===== config.mk =====
export PLATFORM = sky130hd
export DESIGN_NAME = mem_port_sequencer_flat
export DESIGN_NICKNAME = d
export VERILOG_FILES = /design/src/rtl/mem_port_sequencer_if.sv /design/src/rtl/mem_port_sequencer.sv /design/src/flat_wrapper.sv
export SDC_FILE = /design/constraint.sdc
export NUM_CORES = 1
export LEC_CHECK = 0
export CORE_MARGIN = 4
export CORE_UTILIZATION = 41
export DETAILED_ROUTE_END_ITERATION = 8
export GPL_ROUTABILITY_DRIVEN = 0
export GPL_TIMING_DRIVEN = 0
export PLACE_DENSITY = 0.74
export SETUP_SLACK_MARGIN = 0.3
export SYNTH_ARGS = -nofsm -noshare
export SYNTH_HDL_FRONTEND = slang
export SYNTH_SLANG_ARGS = --single-unit

===== constraint.sdc =====
create_clock -name clk -period 2.7 [get_ports clk]
set_input_delay 0.405 -clock clk [delete_from_list [all_inputs] [get_ports clk]]
set_output_delay 0.405 -clock clk [all_outputs]
set_load 0.01 [all_outputs]

===== src/rtl/mem_port_sequencer_if.sv =====
// ============================================================================
// Module : mem_port_sequencer_if
// Brief  : Fetch, load/store and memory-macro signals of the port sequencer.
// Rev    : 1.0
// ============================================================================
`default_nettype none

interface mem_port_sequencer_if;
    logic        if_req;
    logic [31:0] if_addr;
    logic        if_gnt;
    logic        if_rvalid;
    logic [31:0] if_rdata;

    logic        ls_req;
    logic        ls_we;
    logic [1:0]  ls_size;
    logic        ls_unsigned;
    logic [31:0] ls_addr;
    logic [31:0] ls_wdata;
    logic        ls_gnt;
    logic        ls_rvalid;
    logic [31:0] ls_rdata;
    logic        ls_err;

    logic [31:0] mem_addr;
    logic        mem_rd_en;
    logic        mem_wr_en;
    logic [31:0] mem_wdata;
    logic [31:0] mem_rdata;

    // Requesters and the memory macro.
    modport master (
        output if_req, if_addr, ls_req, ls_we, ls_size, ls_unsigned, ls_addr, ls_wdata, mem_rdata,
        input  if_gnt, if_rvalid, if_rdata, ls_gnt, ls_rvalid, ls_rdata, ls_err,
               mem_addr, mem_rd_en, mem_wr_en, mem_wdata
    );

    // The sequencer itself.
    modport slave (
        input  if_req, if_addr, ls_req, ls_we, ls_size, ls_unsigned, ls_addr, ls_wdata, mem_rdata,
        output if_gnt, if_rvalid, if_rdata, ls_gnt, ls_rvalid, ls_rdata, ls_err,
               mem_addr, mem_rd_en, mem_wr_en, mem_wdata
    );
endinterface

`default_nettype wire


===== src/rtl/mem_port_sequencer.sv =====
// ============================================================================
// Module : mem_port_sequencer
// Brief  : Arbitrates fetch and load/store onto one single-ported data memory.
// Rev    : 1.0
// ============================================================================
`default_nettype none

module mem_port_sequencer #(
    parameter int MEM_LAT    = 1,
    parameter int STARVE_LIM = 4
) (
    input  wire logic           clk,
    input  wire logic           rst,
    mem_port_sequencer_if.slave bus
);
    localparam logic [1:0] c_wait_init  = 2'(MEM_LAT - 1);
    localparam logic [3:0] c_starve_lim = 4'(STARVE_LIM);

    typedef enum logic [2:0] {
        IDLE     = 3'd0,
        RD_ISSUE = 3'd1,
        RD_WAIT  = 3'd2,
        MERGE_WR = 3'd3,
        WR_ISSUE = 3'd4,
        RESP     = 3'd5,
        ERR_RESP = 3'd6
    } state_t;

    state_t      r_state;
    logic [3:0]  r_starve;
    logic [1:0]  r_cnt;
    logic        r_is_fetch;
    logic        r_is_store;
    logic [1:0]  r_size;
    logic        r_unsigned;
    logic [1:0]  r_lane;
    logic [29:0] r_word_addr;
    logic [15:0] r_wdata;

    logic        r_if_rvalid;
    logic [31:0] r_if_rdata;
    logic        r_ls_rvalid;
    logic [31:0] r_ls_rdata;
    logic        r_ls_err;
    logic [31:0] r_mem_addr;
    logic        r_mem_rd_en;
    logic        r_mem_wr_en;
    logic [31:0] r_mem_wdata;

    logic        w_arb_idle;
    logic        w_starved;
    logic        w_ls_gnt;
    logic        w_if_gnt;
    logic        w_misaligned;
    logic [7:0]  w_byte;
    logic [15:0] w_half;
    logic [31:0] w_load_data;
    logic [31:0] w_merge_data;
    wire         w_unused = ^bus.if_addr[1:0];

    // Grants are suppressed while reset is asserted so no request is accepted then.
    always_comb begin
        w_arb_idle   = (r_state == IDLE) && rst;
        w_starved    = (r_starve == c_starve_lim);
        w_ls_gnt     = w_arb_idle && bus.ls_req && !(bus.if_req && w_starved);
        w_if_gnt     = w_arb_idle && bus.if_req && !w_ls_gnt;
        w_misaligned = (bus.ls_size == 2'b11) ||
                       ((bus.ls_size == 2'b01) && bus.ls_addr[0]) ||
                       ((bus.ls_size == 2'b10) && (bus.ls_addr[1:0] != 2'b00));
    end

    always_comb begin
        w_byte = 8'h00;
        case (r_lane)
            2'd0:    w_byte = bus.mem_rdata[7:0];
            2'd1:    w_byte = bus.mem_rdata[15:8];
            2'd2:    w_byte = bus.mem_rdata[23:16];
            default: w_byte = bus.mem_rdata[31:24];
        endcase
        w_half = r_lane[1] ? bus.mem_rdata[31:16] : bus.mem_rdata[15:0];
        case (r_size)
            2'b00:   w_load_data = r_unsigned ? {24'h000000, w_byte} : {{24{w_byte[7]}}, w_byte};
            2'b01:   w_load_data = r_unsigned ? {16'h0000, w_half} : {{16{w_half[15]}}, w_half};
            default: w_load_data = bus.mem_rdata;
        endcase
    end

    // Read-modify-write: only the addressed lane changes, the rest of the word is kept.
    always_comb begin
        w_merge_data = bus.mem_rdata;
        if (r_size == 2'b00) begin
            w_merge_data[{r_lane, 3'b000} +: 8] = r_wdata[7:0];
        end else begin
            w_merge_data[{r_lane[1], 4'b0000} +: 16] = r_wdata[15:0];
        end
    end

    always_ff @(posedge clk) begin
        if (!rst) begin
            r_state     <= IDLE;
            r_starve    <= 4'd0;
            r_cnt       <= 2'd0;
            r_is_fetch  <= 1'b0;
            r_is_store  <= 1'b0;
            r_size      <= 2'b00;
            r_unsigned  <= 1'b0;
            r_lane      <= 2'b00;
            r_word_addr <= 30'd0;
            r_wdata     <= 16'h0000;
            r_if_rvalid <= 1'b0;
            r_if_rdata  <= 32'd0;
            r_ls_rvalid <= 1'b0;
            r_ls_rdata  <= 32'd0;
            r_ls_err    <= 1'b0;
            r_mem_addr  <= 32'd0;
            r_mem_rd_en <= 1'b0;
            r_mem_wr_en <= 1'b0;
            r_mem_wdata <= 32'd0;
        end else begin
            // Every output is a single-cycle pulse; default to idle each cycle.
            r_if_rvalid <= 1'b0;
            r_if_rdata  <= 32'd0;
            r_ls_rvalid <= 1'b0;
            r_ls_rdata  <= 32'd0;
            r_ls_err    <= 1'b0;
            r_mem_addr  <= 32'd0;
            r_mem_rd_en <= 1'b0;
            r_mem_wr_en <= 1'b0;
            r_mem_wdata <= 32'd0;
            case (r_state)
                IDLE: begin
                    if (w_ls_gnt) begin
                        r_is_fetch  <= 1'b0;
                        r_is_store  <= bus.ls_we;
                        r_size      <= bus.ls_size;
                        r_unsigned  <= bus.ls_unsigned;
                        r_lane      <= bus.ls_addr[1:0];
                        r_word_addr <= bus.ls_addr[31:2];
                        r_wdata     <= bus.ls_wdata[15:0];
                        if (bus.if_req && !w_starved) begin
                            r_starve <= r_starve + 4'd1;
                        end
                        if (w_misaligned) begin
                            r_ls_rvalid <= 1'b1;
                            r_ls_err    <= 1'b1;
                            r_state     <= ERR_RESP;
                        end else if (bus.ls_we && (bus.ls_size == 2'b10)) begin
                            r_mem_wr_en <= 1'b1;
                            r_mem_addr  <= {bus.ls_addr[31:2], 2'b00};
                            r_mem_wdata <= bus.ls_wdata;
                            r_state     <= WR_ISSUE;
                        end else begin
                            r_mem_rd_en <= 1'b1;
                            r_mem_addr  <= {bus.ls_addr[31:2], 2'b00};
                            r_state     <= RD_ISSUE;
                        end
                    end else if (w_if_gnt) begin
                        r_starve    <= 4'd0;
                        r_is_fetch  <= 1'b1;
                        r_is_store  <= 1'b0;
                        r_word_addr <= bus.if_addr[31:2];
                        r_mem_rd_en <= 1'b1;
                        r_mem_addr  <= {bus.if_addr[31:2], 2'b00};
                        r_state     <= RD_ISSUE;
                    end
                end
                RD_ISSUE: begin
                    r_cnt   <= c_wait_init;
                    r_state <= RD_WAIT;
                end
                RD_WAIT: begin
                    if (r_cnt == 2'd0) begin
                        if (r_is_fetch) begin
                            r_if_rvalid <= 1'b1;
                            r_if_rdata  <= bus.mem_rdata;
                            r_state     <= RESP;
                        end else if (r_is_store) begin
                            r_mem_wr_en <= 1'b1;
                            r_mem_addr  <= {r_word_addr, 2'b00};
                            r_mem_wdata <= w_merge_data;
                            r_state     <= MERGE_WR;
                        end else begin
                            r_ls_rvalid <= 1'b1;
                            r_ls_rdata  <= w_load_data;
                            r_state     <= RESP;
                        end
                    end else begin
                        r_cnt <= r_cnt - 2'd1;
                    end
                end
                MERGE_WR, WR_ISSUE: begin
                    r_ls_rvalid <= 1'b1;
                    r_state     <= RESP;
                end
                default: r_state <= IDLE;
            endcase
        end
    end

    assign bus.if_gnt    = w_if_gnt;
    assign bus.ls_gnt    = w_ls_gnt;
    assign bus.if_rvalid = r_if_rvalid;
    assign bus.if_rdata  = r_if_rdata;
    assign bus.ls_rvalid = r_ls_rvalid;
    assign bus.ls_rdata  = r_ls_rdata;
    assign bus.ls_err    = r_ls_err;
    assign bus.mem_addr  = r_mem_addr;
    assign bus.mem_rd_en = r_mem_rd_en;
    assign bus.mem_wr_en = r_mem_wr_en;
    assign bus.mem_wdata = r_mem_wdata;
endmodule

`default_nettype wire


===== src/flat_wrapper.sv =====
// flat-port wrapper written by rule: the top's interface ports become plain ports
module mem_port_sequencer_flat 
#(
    parameter int MEM_LAT    = 1,
    parameter int STARVE_LIM = 4
)
  (clk, rst, bus_if_req, bus_if_addr, bus_ls_req, bus_ls_we, bus_ls_size, bus_ls_unsigned, bus_ls_addr, bus_ls_wdata, bus_mem_rdata, bus_if_gnt, bus_if_rvalid, bus_if_rdata, bus_ls_gnt, bus_ls_rvalid, bus_ls_rdata, bus_ls_err, bus_mem_addr, bus_mem_rd_en, bus_mem_wr_en, bus_mem_wdata);
  mem_port_sequencer_if bus_i ();
  input  wire logic clk;
  input  wire logic rst;
  input wire logic [$bits(bus_i.if_req)-1:0] bus_if_req;
  input wire logic [$bits(bus_i.if_addr)-1:0] bus_if_addr;
  input wire logic [$bits(bus_i.ls_req)-1:0] bus_ls_req;
  input wire logic [$bits(bus_i.ls_we)-1:0] bus_ls_we;
  input wire logic [$bits(bus_i.ls_size)-1:0] bus_ls_size;
  input wire logic [$bits(bus_i.ls_unsigned)-1:0] bus_ls_unsigned;
  input wire logic [$bits(bus_i.ls_addr)-1:0] bus_ls_addr;
  input wire logic [$bits(bus_i.ls_wdata)-1:0] bus_ls_wdata;
  input wire logic [$bits(bus_i.mem_rdata)-1:0] bus_mem_rdata;
  output wire logic [$bits(bus_i.if_gnt)-1:0] bus_if_gnt;
  output wire logic [$bits(bus_i.if_rvalid)-1:0] bus_if_rvalid;
  output wire logic [$bits(bus_i.if_rdata)-1:0] bus_if_rdata;
  output wire logic [$bits(bus_i.ls_gnt)-1:0] bus_ls_gnt;
  output wire logic [$bits(bus_i.ls_rvalid)-1:0] bus_ls_rvalid;
  output wire logic [$bits(bus_i.ls_rdata)-1:0] bus_ls_rdata;
  output wire logic [$bits(bus_i.ls_err)-1:0] bus_ls_err;
  output wire logic [$bits(bus_i.mem_addr)-1:0] bus_mem_addr;
  output wire logic [$bits(bus_i.mem_rd_en)-1:0] bus_mem_rd_en;
  output wire logic [$bits(bus_i.mem_wr_en)-1:0] bus_mem_wr_en;
  output wire logic [$bits(bus_i.mem_wdata)-1:0] bus_mem_wdata;
  assign bus_i.if_req = bus_if_req;
  assign bus_i.if_addr = bus_if_addr;
  assign bus_i.ls_req = bus_ls_req;
  assign bus_i.ls_we = bus_ls_we;
  assign bus_i.ls_size = bus_ls_size;
  assign bus_i.ls_unsigned = bus_ls_unsigned;
  assign bus_i.ls_addr = bus_ls_addr;
  assign bus_i.ls_wdata = bus_ls_wdata;
  assign bus_i.mem_rdata = bus_mem_rdata;
  assign bus_if_gnt = bus_i.if_gnt;
  assign bus_if_rvalid = bus_i.if_rvalid;
  assign bus_if_rdata = bus_i.if_rdata;
  assign bus_ls_gnt = bus_i.ls_gnt;
  assign bus_ls_rvalid = bus_i.ls_rvalid;
  assign bus_ls_rdata = bus_i.ls_rdata;
  assign bus_ls_err = bus_i.ls_err;
  assign bus_mem_addr = bus_i.mem_addr;
  assign bus_mem_rd_en = bus_i.mem_rd_en;
  assign bus_mem_wr_en = bus_i.mem_wr_en;
  assign bus_mem_wdata = bus_i.mem_wdata;
  mem_port_sequencer #(.MEM_LAT(MEM_LAT), .STARVE_LIM(STARVE_LIM)) u_core (.clk(clk), .rst(rst), .bus(bus_i));
endmodule

==> PnR_summary.wiki <==
{| class="wikitable"
! Metric !! Value
|-
| Depth of the worst register-to-register path || 9
|-
| Share of synthesized registers carrying an async set or reset || 0%
|-
| Avg Synthesized Cell Area || about 8.7 sq um
|-
| Run status || finished, final reports clean
|-
| Clock buffers created by TritonCTS || 17
|-
| Area occupied by registers || approximately 3900 sq um
|-
| R2R setup slack || 0.39 ns
|-
| Aggregate negative setup slack || 0 ns
|-
| HPWL after DPL || between 20 and 25 mm
|-
| Yosys reg bits || around 190
|-
| Post-Route WL || 29.2 mm
|-
| Number of cells in the design after placement || 1,438
|-
| Fmax || 423 MHz
|-
| Count of antenna-violating nets left after detailed routing || 0
|-
| Kind of end point of the critical path || primary output
|-
| Setup-failing EPs final || 0
|-
| Slew Limit Fails || 0
|-
| Number of failing hold endpoints at the final stage || 0
|-
| Final standard cell count with taps included and fillers excluded || 1,484
|-
| Pin count of the biggest net entering global routing || 20
|-
| Hold crit path type || flip-flop to flip-flop
|-
| Height of the die || 147 microns
|-
| DIE WIDTH || 147 microns
|-
| Clock tree from TritonCTS || built
|-
| First-pass DRT Iterations || 8
|-
| Setup repair after global routing missed its margin || true
|-
| Max Clock Skew || about 0.012 ns
|-
| Crit Path Class || flip-flop to primary output
|-
| Number of cells produced by synthesis || 912
|-
| Share of Yosys cell area claimed by the top area cell type || 48.5%
|-
| Most area-consuming cells after synthesis || sky130_fd_sc_hd__dfxtp_1, sky130_fd_sc_hd__nand2_1, sky130_fd_sc_hd__nor3_1
|-
| Worst r2r dst || u_core.bus.ls_rdata[14]$_SDFF_PP0_
|-
| Yosys synthesis warning count || 0
|-
| Wire length of the first global-routing pass || 44.6 mm
|-
| Clock transition at the registers of the reported paths || 0.07 ns
|-
| Leading cell type by number of instances after synthesis || sky130_fd_sc_hd__dfxtp_1
|-
| Detailed-route via count || 8,222
|-
| R2r startpoint || u_core.r_lane[1]$_SDFFE_PN0P_
|-
| Post-route DRC violation count || 0
|-
| Maximum VDD drop || 0.520 mV
|-
| Hold path cells || 2
|-
| Sequential cell area fraction in the yosys report || 48.5%
|-
| WP data required || 2.30 ns
|-
| Net total in the final layout || 1,356
|-
| Min-Delay Endpoint || u_core.r_wdata[14]$_SDFFE_PN0P_
|-
| Count of flip-flops with a built-in enable after synthesis || 0
|-
| Kind of cell adding the most delay to the critical path || buffers and inverters
|-
| Placeable core region || approximately 19,000 sq um
|-
| Number of H-tree branching levels || 4
|-
| Root Buffer || sky130_fd_sc_hd__clkbuf_16
|-
| Worst slew margin relative to its limit || 42.9%
|-
| Port Buf Inserts || approximately 270
|-
| Initial Utilization || 42.2%
|-
| Number of global-route vias before repair || ~8,000
|-
| MaxCap Viol Count || 0
|-
| Most frequent cells after synthesis || sky130_fd_sc_hd__dfxtp_1, sky130_fd_sc_hd__nand2_1, sky130_fd_sc_hd__nor3_1
|-
| Pin slew with the least headroom to its limit || 0.849 ns
|-
| Synth area leader || sky130_fd_sc_hd__dfxtp_1
|-
| Power density of the placed cells || slightly above 700 nW/um^2
|-
| Cell-by-cell listing of the critical path || buf_6 -> or4b_4 -> buf_6 -> a211oi_4 -> buf_6 -> buf_6
|-
| Vias per Instance || between 5 and 6
|-
| Final Cycle Share || 87.6%
|-
| Number of DRC markers after the initial detailed-route iteration || between 700 and 800
|-
| Count of fill cells added during filler insertion || ~1,700
|-
| Static power due to leakage || around 4.6 nW
|-
| Boundary Pins || between 200 and 300
|-
| Die Outline Area || approximately 22,000 sq um
|-
| HP Start || u_core.r_wdata[14]$_SDFFE_PN0P_
|-
| Number of cells on the critical path || 6
|-
| Kind of start point of the critical path || flip-flop
|-
| Most frequent CP cell || sky130_fd_sc_hd__buf_6
|-
| Total standard cell area after synthesis || 7970 sq um
|-
| Total congestion overflow after global routing || 0
|-
| Num rows || 50
|-
| Antenna Diode Count || 0
|-
| Arrival time of the worst setup path || between 1.5 and 2 ns
|-
| Critical Path Slowest Stage Cell || sky130_fd_sc_hd__or4b_4
|-
| Footprint of the multi-input gates || approximately 3600 sq um
|-
| Predominant post-synthesis flop cell || sky130_fd_sc_hd__dfxtp_1
|-
| Post-layout min period || 2.36 ns
|-
| Number of antenna violations at the first check in global routing || 2
|-
| Combined buffer and inverter count along the critical path || 4
|-
| Global-route usage over all layers || 25.9%
|-
| Layout cell share with drive strength beyond 1 || 9.23%
|-
| Critical-path maximum fanout || 4
|-
| Latest clock arrival within the worst-skew pair || between 0.4 and 0.5 ns
|-
| Detailed-route wire length per cell || 19.7 microns
|-
| Number of sinks driven by the clock tree || 193
|-
| Number of distinct standard cells referenced by the synthesized netlist || 59
|-
| Area Overhead vs Synth || 48.1%
|-
| Maximum number of buffers from clock root to sink || 2
|-
| Largest stage delay, worst path || approximately 0.48 ns
|}
-- layout make-up --
| class | instances | area share [%] |
|---|---|---|
| tap | 260 | 2.76 |
| multi-input combinational | 580 | 30.7 |
| clock inverter | 15 | 1.25 |
| inverter | 61 | 1.96 |
| timing repair buffer | 279 | 23.4 |
| clock buffer | 17 | 3.61 |
| buffer | 79 | 3.49 |
| sequential | 193 | 32.8 |
-- per-layer routing --
metal,global-route usage [%],share of wire (%),wire [microns]
met2,44.0,47,13600
met5,0,0.089,26
met1,30.0,38,11200
met4,10.2,3.6,1050
met3,9.26,11,3330
-- kinds of logic (layout without fill, tap and decap cells) --
family / after synthesis / in the layout / synth area share (%)
buffers and inverters: 140 / 451 / 7.32
other: 1 / 2 / 0.0471
adders and majority gates: 9 / 9 / 1.41
AOI/OAI and AO/OA: 258 / 258 / 22.8
muxes: 18 / 18 / 2.26
DFF: 193 / 193 / 48.5
and+or+nand+nor: 293 / 293 / 17.6
-- worst register-to-register path, cell delays in order, from the launching register on --
cell                       delay, ns
sky130_fd_sc_hd__dfxtp_1        0.39
sky130_fd_sc_hd__buf_4          0.22
sky130_fd_sc_hd__inv_4          0.07
sky130_fd_sc_hd__buf_8          0.15
sky130_fd_sc_hd__ha_1           0.17
sky130_fd_sc_hd__buf_4          0.17
sky130_fd_sc_hd__a22oi_1        0.19
sky130_fd_sc_hd__a221oi_2       0.13
sky130_fd_sc_hd__a21oi_2        0.51
sky130_fd_sc_hd__a221oi_2       0.16
-- layout by cell type, fill, tap and decap left out, drive strengths merged, types with 22 or more instances in the layout --
cell type      instances
dfxtp                193
a21oi                 46
a221oi                30
nand2                102
inv                   67
nor2                  41
nand3                 23
clkdlybuf4s50        262
a22oi                 24
a222oi                36
and2                  22
buf                   43
nor3                  75
clkbuf                68
o21ai                 77
-- metrics by stage --
step | utilization, % | worst slack [ns] | power [mW] | hold slack, ns | instance area, sq um
CTS | 61.9 | 0.280 | 8.44 | 0.472 | 11700
floorplan | - | 0.374 | 4.84 | 0.431 | 7970
finish | 62.5 | 0.335 | 8.53 | 0.474 | 11800
global placement | 58.0 | -0.785 | 5.81 | 0.443 | 10900
detailed placement | 58.0 | -0.789 | 5.86 | 0.449 | 10900
global route | 62.5 | 0.286 | 8.92 | 0.499 | 11800
-- timing repair --
item / 4_1_cts / 5_1_grt
endpoints found under the hold margin: 0 / 0
setup endpoints to repair: 58 / 82
resized for setup: 36 / 35
pin swaps: 4 / 10
setup buffers: 10 / 4
hold buffers: 0 / 0
-- sequential cells by signal, indices dropped and copies added, names as in the netlist, 2 cells and up --
signal                count
u_core.r_wdata           16
u_core.r_starve           4
u_core.bus.mem_addr      30
u_core.r_state            3
u_core.r_size             2
u_core.r_word_addr       30
u_core.r_cnt              2
u_core.r_lane             2
u_core.bus.ls_rdata      32
u_core.bus.if_rdata      32
u_core.bus.mem_wdata     32
-- power by group --
group | internal [mW] | leakage, nW | switching (mW) | total [mW]
Clock | 1.23 | 0.275 | 1.23 | 2.46
Combinational | 1.13 | 2.71 | 1.53 | 2.66
Sequential | 3.18 | 1.57 | 0.229 | 3.41
Total | 5.54 | 4.55 | 2.99 | 8.53
-- worst max-delay path by stage --
stage	start	end
finish	u_core.r_state[2]$_SDFFE_PN0P_	bus_if_gnt
global route	u_core.r_state[2]$_SDFFE_PN0P_	bus_if_gnt
CTS	rst	bus_ls_gnt
detailed placement	rst	bus_ls_gnt
global placement	rst	bus_ls_gnt
floorplan	u_core.r_lane[1]$_SDFFE_PN0P_	u_core.bus.ls_rdata[23]$_SDFF_PP0_
Note: power is estimated with default switching activity, not from simulation.
